$ cat src/rtl/fpll_rcnf_pkg.sv
// Shared types and constants for the fPLL reconfiguration engine.
//   state_t : engine FSM states
//   op_t    : which command is in flight, steering RD/WR exits
//   fixed Avalon-MM addresses/data for bus arbitration and the status poll
package fpll_rcnf_pkg;

  typedef enum logic [2:0] {
    S_IDLE, S_RD, S_WR, S_POLL_RD, S_CAL_RISE, S_CAL_FALL
  } state_t;

  typedef enum logic [1:0] {
    OP_RCNF, OP_REQ, OP_REL, OP_SCAL
  } op_t;

  localparam logic [9:0]  ADDR_CBUS_ARB     = 10'h000;
  localparam logic [9:0]  ADDR_CAPAB_STATUS = 10'h280;
  localparam logic [31:0] CBUS_REQ          = 32'h2;
  localparam logic [31:0] CBUS_REL          = 32'h1;
  localparam int          CBUS_BUSY_BIT     = 2;
  localparam int          TMR_W             = 21;

  // Masked bits come from the new data, the rest keep the register contents.
  function automatic logic [31:0] rmw_merge(input logic [31:0] rd,
                                            input logic [31:0] data,
                                            input logic [31:0] mask);
    return (rd & ~mask) | (data & mask);
  endfunction

endpackage

$ cat src/rtl/fpll_rcnf_timer.sv
// Loadable saturating down-counter shared by the poll and calibration waits.
//   i_load/i_load_val : (re)arm on state entry (wins over i_dec)
//   i_dec             : count one step; holds at zero
//   o_expired         : counter is at zero
module fpll_rcnf_timer #(
  parameter int W = 21
) (
  input  logic         clk,
  input  logic         reset_n,
  input  logic         i_load,
  input  logic [W-1:0] i_load_val,
  input  logic         i_dec,
  output logic         o_expired
);

  logic [W-1:0] r_cnt;

  always_ff @(posedge clk or negedge reset_n) begin
    if (!reset_n)                r_cnt <= '0;
    else if (i_load)             r_cnt <= i_load_val;
    else if (i_dec && !o_expired) r_cnt <= r_cnt - 1'b1;
  end

  assign o_expired = (r_cnt == '0);

endmodule

$ cat src/rtl/fpll_rcnf_engine.sv
// Read-modify-write reconfiguration engine between the fPLL recalibration
// sequencer and the TX PLL Avalon-MM reconfiguration port.
//   rcnf_*          : single-cycle command strobes + reconfig addr/data/mask
//   rcnf_busy       : combinational, so a strobe reads busy in its own cycle
//   cal_busy        : TX PLL calibration busy (already in clk domain)
//   txpll_mgmt_*    : Avalon-MM master (read/write held through waitrequest)
//   cal_result(_valid): word captured by scalib, valid pulses once
//   err_cmd/err_timeout: sticky until reset
module fpll_rcnf_engine
  import fpll_rcnf_pkg::*;
#(
  parameter int         CAL_START_CYC   = 1024,
  parameter int         CAL_TIMEOUT_CYC = 1 << 20,
  parameter int         POLL_MAX        = 255,
  parameter logic [9:0] CAL_STORE_ADDR  = 10'h100
) (
  input  logic        clk,
  input  logic        reset_n,
  input  logic        rcnf_reconfig,
  input  logic        rcnf_req_cbus,
  input  logic        rcnf_rel_cbus,
  input  logic        rcnf_wcalib,
  input  logic        rcnf_scalib,
  input  logic [9:0]  rcnf_address,
  input  logic [31:0] rcnf_data,
  input  logic [31:0] rcnf_mask,
  output logic        rcnf_busy,
  input  logic        cal_busy,
  output logic [9:0]  txpll_mgmt_address,
  output logic [31:0] txpll_mgmt_writedata,
  input  logic [31:0] txpll_mgmt_readdata,
  output logic        txpll_mgmt_write,
  output logic        txpll_mgmt_read,
  input  logic        txpll_mgmt_waitrequest,
  output logic [31:0] cal_result,
  output logic        cal_result_valid,
  output logic        err_cmd,
  output logic        err_timeout
);

  state_t            r_state, w_state_nxt;
  op_t               r_op;
  logic [9:0]        r_addr;
  logic [31:0]       r_data, r_mask, r_wdata;
  logic              r_gap, w_gap_nxt;
  logic [4:0]        w_strb;
  logic              w_any, w_multi;
  logic              w_tmr_load, w_tmr_dec, w_tmr_exp, w_set_to;
  logic [TMR_W-1:0]  w_tmr_val;

  assign w_strb  = {rcnf_reconfig, rcnf_req_cbus, rcnf_rel_cbus, rcnf_wcalib, rcnf_scalib};
  assign w_any   = |w_strb;
  assign w_multi = (w_strb & (w_strb - 5'd1)) != 5'd0;  // more than one bit set

  assign rcnf_busy            = (r_state != S_IDLE) || w_any;
  assign txpll_mgmt_write     = (r_state == S_WR);
  // r_gap drops read for one cycle between successive poll reads.
  assign txpll_mgmt_read      = (r_state == S_RD) || ((r_state == S_POLL_RD) && !r_gap);
  assign txpll_mgmt_address   = (r_state == S_POLL_RD) ? ADDR_CAPAB_STATUS : r_addr;
  assign txpll_mgmt_writedata = r_wdata;

  fpll_rcnf_timer #(.W(TMR_W)) u_tmr (
    .clk        (clk),
    .reset_n    (reset_n),
    .i_load     (w_tmr_load),
    .i_load_val (w_tmr_val),
    .i_dec      (w_tmr_dec),
    .o_expired  (w_tmr_exp)
  );

  always_ff @(posedge clk or negedge reset_n) begin
    if (!reset_n) r_state <= S_IDLE;
    else          r_state <= w_state_nxt;
  end

  always_comb begin
    w_state_nxt = r_state;
    w_tmr_load  = 1'b0;
    w_tmr_val   = '0;
    w_tmr_dec   = 1'b0;
    w_set_to    = 1'b0;
    w_gap_nxt   = 1'b0;
    case (r_state)
      S_IDLE: begin
        if (rcnf_reconfig)      w_state_nxt = S_RD;
        else if (rcnf_req_cbus) w_state_nxt = S_WR;
        else if (rcnf_rel_cbus) w_state_nxt = S_WR;
        else if (rcnf_wcalib) begin
          w_state_nxt = S_CAL_RISE;
          w_tmr_load  = 1'b1;
          w_tmr_val   = TMR_W'(CAL_START_CYC);
        end
        else if (rcnf_scalib)   w_state_nxt = S_RD;
      end
      S_RD:
        if (!txpll_mgmt_waitrequest)
          w_state_nxt = (r_op == OP_SCAL) ? S_IDLE : S_WR;
      S_WR:
        if (!txpll_mgmt_waitrequest) begin
          if (r_op == OP_REQ) begin
            w_state_nxt = S_POLL_RD;
            w_tmr_load  = 1'b1;
            // One step per busy read: the POLL_MAX-th busy read gives up.
            w_tmr_val   = TMR_W'(POLL_MAX - 1);
          end else begin
            w_state_nxt = S_IDLE;
          end
        end
      S_POLL_RD:
        if (!r_gap && !txpll_mgmt_waitrequest) begin
          if (!txpll_mgmt_readdata[CBUS_BUSY_BIT]) w_state_nxt = S_IDLE;
          else if (w_tmr_exp) begin
            w_set_to    = 1'b1;
            w_state_nxt = S_IDLE;
          end else begin
            w_tmr_dec = 1'b1;
            w_gap_nxt = 1'b1;
          end
        end
      S_CAL_RISE:
        if (cal_busy) begin
          w_state_nxt = S_CAL_FALL;
          w_tmr_load  = 1'b1;
          w_tmr_val   = TMR_W'(CAL_TIMEOUT_CYC);
        end
        // No rise seen: calibration already finished, not an error.
        else if (w_tmr_exp) w_state_nxt = S_IDLE;
        else                w_tmr_dec   = 1'b1;
      S_CAL_FALL:
        if (!cal_busy) w_state_nxt = S_IDLE;
        else if (w_tmr_exp) begin
          w_set_to    = 1'b1;
          w_state_nxt = S_IDLE;
        end
        else w_tmr_dec = 1'b1;
      default: w_state_nxt = S_IDLE;
    endcase
  end

  always_ff @(posedge clk or negedge reset_n) begin
    if (!reset_n) begin
      r_op             <= OP_RCNF;
      r_addr           <= '0;
      r_data           <= '0;
      r_mask           <= '0;
      r_wdata          <= '0;
      r_gap            <= 1'b0;
      cal_result       <= '0;
      cal_result_valid <= 1'b0;
      err_cmd          <= 1'b0;
      err_timeout      <= 1'b0;
    end else begin
      r_gap            <= w_gap_nxt;
      cal_result_valid <= 1'b0;
      if (r_state == S_IDLE) begin
        if (w_multi) err_cmd <= 1'b1;
        if (rcnf_reconfig) begin
          r_op   <= OP_RCNF;
          r_addr <= rcnf_address;
          r_data <= rcnf_data;
          r_mask <= rcnf_mask;
        end else if (rcnf_req_cbus) begin
          r_op    <= OP_REQ;
          r_addr  <= ADDR_CBUS_ARB;
          r_wdata <= CBUS_REQ;
        end else if (rcnf_rel_cbus) begin
          r_op    <= OP_REL;
          r_addr  <= ADDR_CBUS_ARB;
          r_wdata <= CBUS_REL;
        end else if (!rcnf_wcalib && rcnf_scalib) begin
          r_op   <= OP_SCAL;
          r_addr <= CAL_STORE_ADDR;
        end
      end else if (w_any) begin
        err_cmd <= 1'b1;
      end
      if ((r_state == S_RD) && !txpll_mgmt_waitrequest) begin
        if (r_op == OP_SCAL) begin
          cal_result       <= txpll_mgmt_readdata;
          cal_result_valid <= 1'b1;
        end else begin
          r_wdata <= rmw_merge(txpll_mgmt_readdata, r_data, r_mask);
        end
      end
      if (w_set_to) err_timeout <= 1'b1;
    end
  end

endmodule

$ cat config.mk
export PLATFORM = sky130hd
export DESIGN_NAME = fpll_rcnf_engine
export DESIGN_NICKNAME = d
export VERILOG_FILES = /design/src/rtl/fpll_rcnf_pkg.sv /design/src/rtl/fpll_rcnf_timer.sv /design/src/rtl/fpll_rcnf_engine.sv
export SDC_FILE = /design/constraint.sdc
export NUM_CORES = 1
export LEC_CHECK = 0
export ABC_AREA = 1
export CAP_MARGIN = 20
export CORE_UTILIZATION = 35
export CTS_CLUSTER_DIAMETER = 150
export DETAILED_ROUTE_END_ITERATION = 8
export PLACE_DENSITY_LB_ADDON = 0.3
export SYNTH_ARGS = -nofsm -noshare
export SYNTH_HDL_FRONTEND = slang
export SYNTH_SLANG_ARGS = --single-unit
$ cat constraint.sdc
create_clock -name clk -period 2.4 [get_ports clk]
set_input_delay 0.6 -clock clk [delete_from_list [all_inputs] [get_ports clk]]
set_output_delay 0.6 -clock clk [all_outputs]
set_load 0.1 [all_outputs]
==> results of run 1 <==
[flip-flops by register name (all words and copies together), names as in the netlist]
name and cells:
cal_result 32, r_gap 1, r_data 32, txpll_mgmt_writedata 32
u_tmr.r_cnt 21, r_mask 32, r_op 2, r_addr 10
err_timeout 1, r_state 3, cal_result_valid 1, err_cmd 1
[worst paths after layout]
kind	from	end	slack (ps)	cells after the start
worst max-delay path	r_state[1]	rcnf_busy	100	5
worst min-delay path	reset_n	r_addr[4]	100	1
worst max register to register	u_tmr.r_cnt[0]	u_tmr.r_cnt[17]	400	9
worst min register to register	err_timeout	err_timeout	490	1
max in group asynchronous	reset_n	txpll_mgmt_writedata[17]	1630	2
min in group clk	err_timeout	err_timeout	490	1
[routing by layer]
metal	up-vias	GRT usage
li1	3176	-
met1	2977	0.219
met2	160	0.301
met3	19	0.0636
met4	0	0.0481
met5	-	0
[report_power, final]
part / switching [mW] / internal [mW] / leakage, nW
Sequential: 0.825 / 4.02 / 2.12
Combinational: 6.08 / 2.96 / 2.92
Clock: 1.33 / 1.52 / 0.302
Total: 8.23 / 8.50 / 5.35
[stage by stage]
| stage | cell area [um^2] | cells | TNS (ps) | hold WS (ps) | power, mW |
|---|---|---|---|---|---|
| 3_5_place_dp | 10200 | 1314 | 0 | 471 | 14.0 |
| 3_3_place_gp | 10200 | 1314 | 0 | 476 | 13.8 |
| 2_1_floorplan | 7890 | 842 | -1040 | 304 | 11.6 |
| 6_report | 10900 | 1346 | 0 | 103 | 16.7 |
| 5_1_grt | 10900 | 1346 | 0 | 132 | 17.7 |
| 4_1_cts | 10900 | 1346 | 0 | 108 | 16.9 |
[cells in the mapped netlist, types with 10 or more instances]
cell type,number,share of area
mux2_2,15,0.021
a21oi_1,27,0.017
mux2_4,39,0.074
inv_1,73,0.035
nand2_1,173,0.082
nor2_1,84,0.040
o21ai_1,58,0.037
buf_2,10,0.0063
dfrtp_1,168,0.53
mux2_1,10,0.014
o21ai_0,41,0.026
nand3_1,73,0.046
[timing repair]
| action | CTS | global route |
|---|---|---|
| gates resized for setup | 0 | 2 |
| setup endpoints to repair | 0 | 1 |
| hold buffers | 0 | 0 |
[cell families (layout without fill, tap and decap cells)]
logic type	after synthesis	in the layout	share of synthesized area
xor+xnor	8	8	0.00889
simple gates	357	357	0.196
flops	168	168	0.533
buf+inv	112	336	0.0654
mux	64	64	0.110
compound gates	132	132	0.0855
fa+ha+maj	1	1	0.00159
[worst max-delay path: cells and delay by family (launching register included)]
family / cells / cell delay (ps)
flip-flops: 1 / 450
buffers and inverters: 2 / 350
AND/OR/NAND/NOR: 3 / 460
[area by class of cell]
cell class / count / area, um^2 / area share
Sequential cell: 168 / 4200 / 0.387
Clock inverter: 15 / 201 / 0.0185
Tap cell: 280 / 350 / 0.0323
Clock buffer: 17 / 425 / 0.0392
Inverter: 82 / 310 / 0.0286
Timing Repair Buffer: 222 / 2190 / 0.202
Multi-Input combinational cell: 562 / 3180 / 0.293
==> qor.csv, run 1 <==
stage;metric;value;unit
drt;DR WL/cell;14.7;um
global_routing;vias in the first global route;6495;
timing;max_slew headroom;0.675;
pwr;PwrDens;1540;nW/um^2
setup_path;cell breakdown of the critical path;nor2_2, nand2_2, inv_4, nand2_1, buf_12;
synthesis;number of synthesized flops with an enable pin;0;
finish;share of cells above drive strength 1;0.213;
finish;Area growth syn-to-layout;37.7;%
setup_path;CP max stage delay;450;ps
setup_path;Worst Setup Start Kind;flip-flop;
clock_network;H-tree depth;4;
finish;Final nets;1169;
synthesis;distinct cell type count after synthesis;34;
synthesis;Synth Flop Type;dfrtp_1;
drt;met2 wire length;9440;um
drt;Post-DRT Antenna Nets;0;
synthesis;netlist area before placement;7890;um^2
placement;hpwl dp;14500;um
die;DIE AREA;23100;um^2
timing;final worst slack;100;ps
global_routing;GRT overflow;0;
min_path;Tightest Hold Check Type;primary input to async pin;
timing;fmax;435;MHz
pwr;Leak;5.35;nW
clock_network;clock latency on the worst-skew pair;430;ps
drt;top sig layer;met4;
synthesis;Post-synth ARST share;1.00;
placement;IO Port Bufs;194;
setup_path;kind of critical path;flip-flop to output port;
status;failing checks;DRC;
clock_network;# clock sinks;168;
clock_network;CTS tree;yes;
drt;first-iteration detailed-routing DRC count;278;
setup_path;Setup crit end kind;output port;
setup_path;CP max stage cell;dfrtp_1;
setup_path;CP arrival;1700;ps
global_routing;pin count of the biggest net entering global routing;65;
timing;RSZ-0062 raised after global routing;no;
clock_network;number of setup buffers added after CTS;0;
timing;Hold Vio Cnt, Final;0;
setup_path;CP max FO;9;
die;io pins;195;
synthesis;Yosys reg bits;168;
clock_network;clock root cell;clkbuf_16;
die;Core Area;22000;um^2
finish;diode count;0;
timing;Min Clock Period, post-route;2300;ps
die;row cnt;54;
finish;commonest non-fill, non-tap cells in the layout;173 x nand2_1, 168 x dfrtp_1, 113 x clkdlybuf4s50_1;
timing;clk_skew;23.3;ps
status;outcome;complete, but fails checks;
global_routing;first-pass GRT wire length;33100;um
timing;Slew Limit Fails;0;
timing;setup violators final;0;
finish;commonest non-fill, non-tap cell in the layout;nand2_1;
setup_path;Worst EP required;1800;ps
synthesis;post-synthesis net count;958;
finish;Layout fillers;2002;
drt;total routed wirelength;19700;um
drt;DRC viols;7;
synthesis;Syn. warnings;0;
finish;final core utilization;0.495;
placement;Final Wtd Congestion;0.837;
job;Max Cap Viol;0;
global_routing;Total GRT Usage;0.180;
clock_network;Num CTS Buffers;17;
timing;final worst-path cycle share;0.958;
global_routing;antenna violations before repair;0;
synthesis;Mean Syn Cell Area;9.37;um^2
die;Die Span Y;152;um
synthesis;sequential element share of the synthesized area;0.533;
placement;pre-CTS WS;92.4;ps
pwr;Peak supply drop;0.00110;V
clock_network;Reg clk slew, reported paths;80;ps
synthesis;Cells after Synth;842;
drt;drt pass-1 iters;6;
drt;via count;6332;
drt;wl on met1;8540;um
drt;met3 wire len;1540;um
drt;vias per cell;4.70;
die;Starting Density;0.359;
die;Die W;152;um
clock_network;clk buf depth;2;
timing;Worst-Margin Slew;485;ps
No activity file was read; power rests on OpenSTA's default activity.
==> run 2: changes to the inputs <==
--- a/config.mk
+++ b/config.mk
@@ -11,6 +11,7 @@
 export CTS_CLUSTER_DIAMETER = 150
 export DETAILED_ROUTE_END_ITERATION = 8
 export PLACE_DENSITY_LB_ADDON = 0.3
+export SLEW_MARGIN = 20
 export SYNTH_ARGS = -nofsm -noshare
 export SYNTH_HDL_FRONTEND = slang
 export SYNTH_SLANG_ARGS = --single-unit
==> results of run 2 <==
No change in the layout: final DEF, timing and power equal those of run 1.
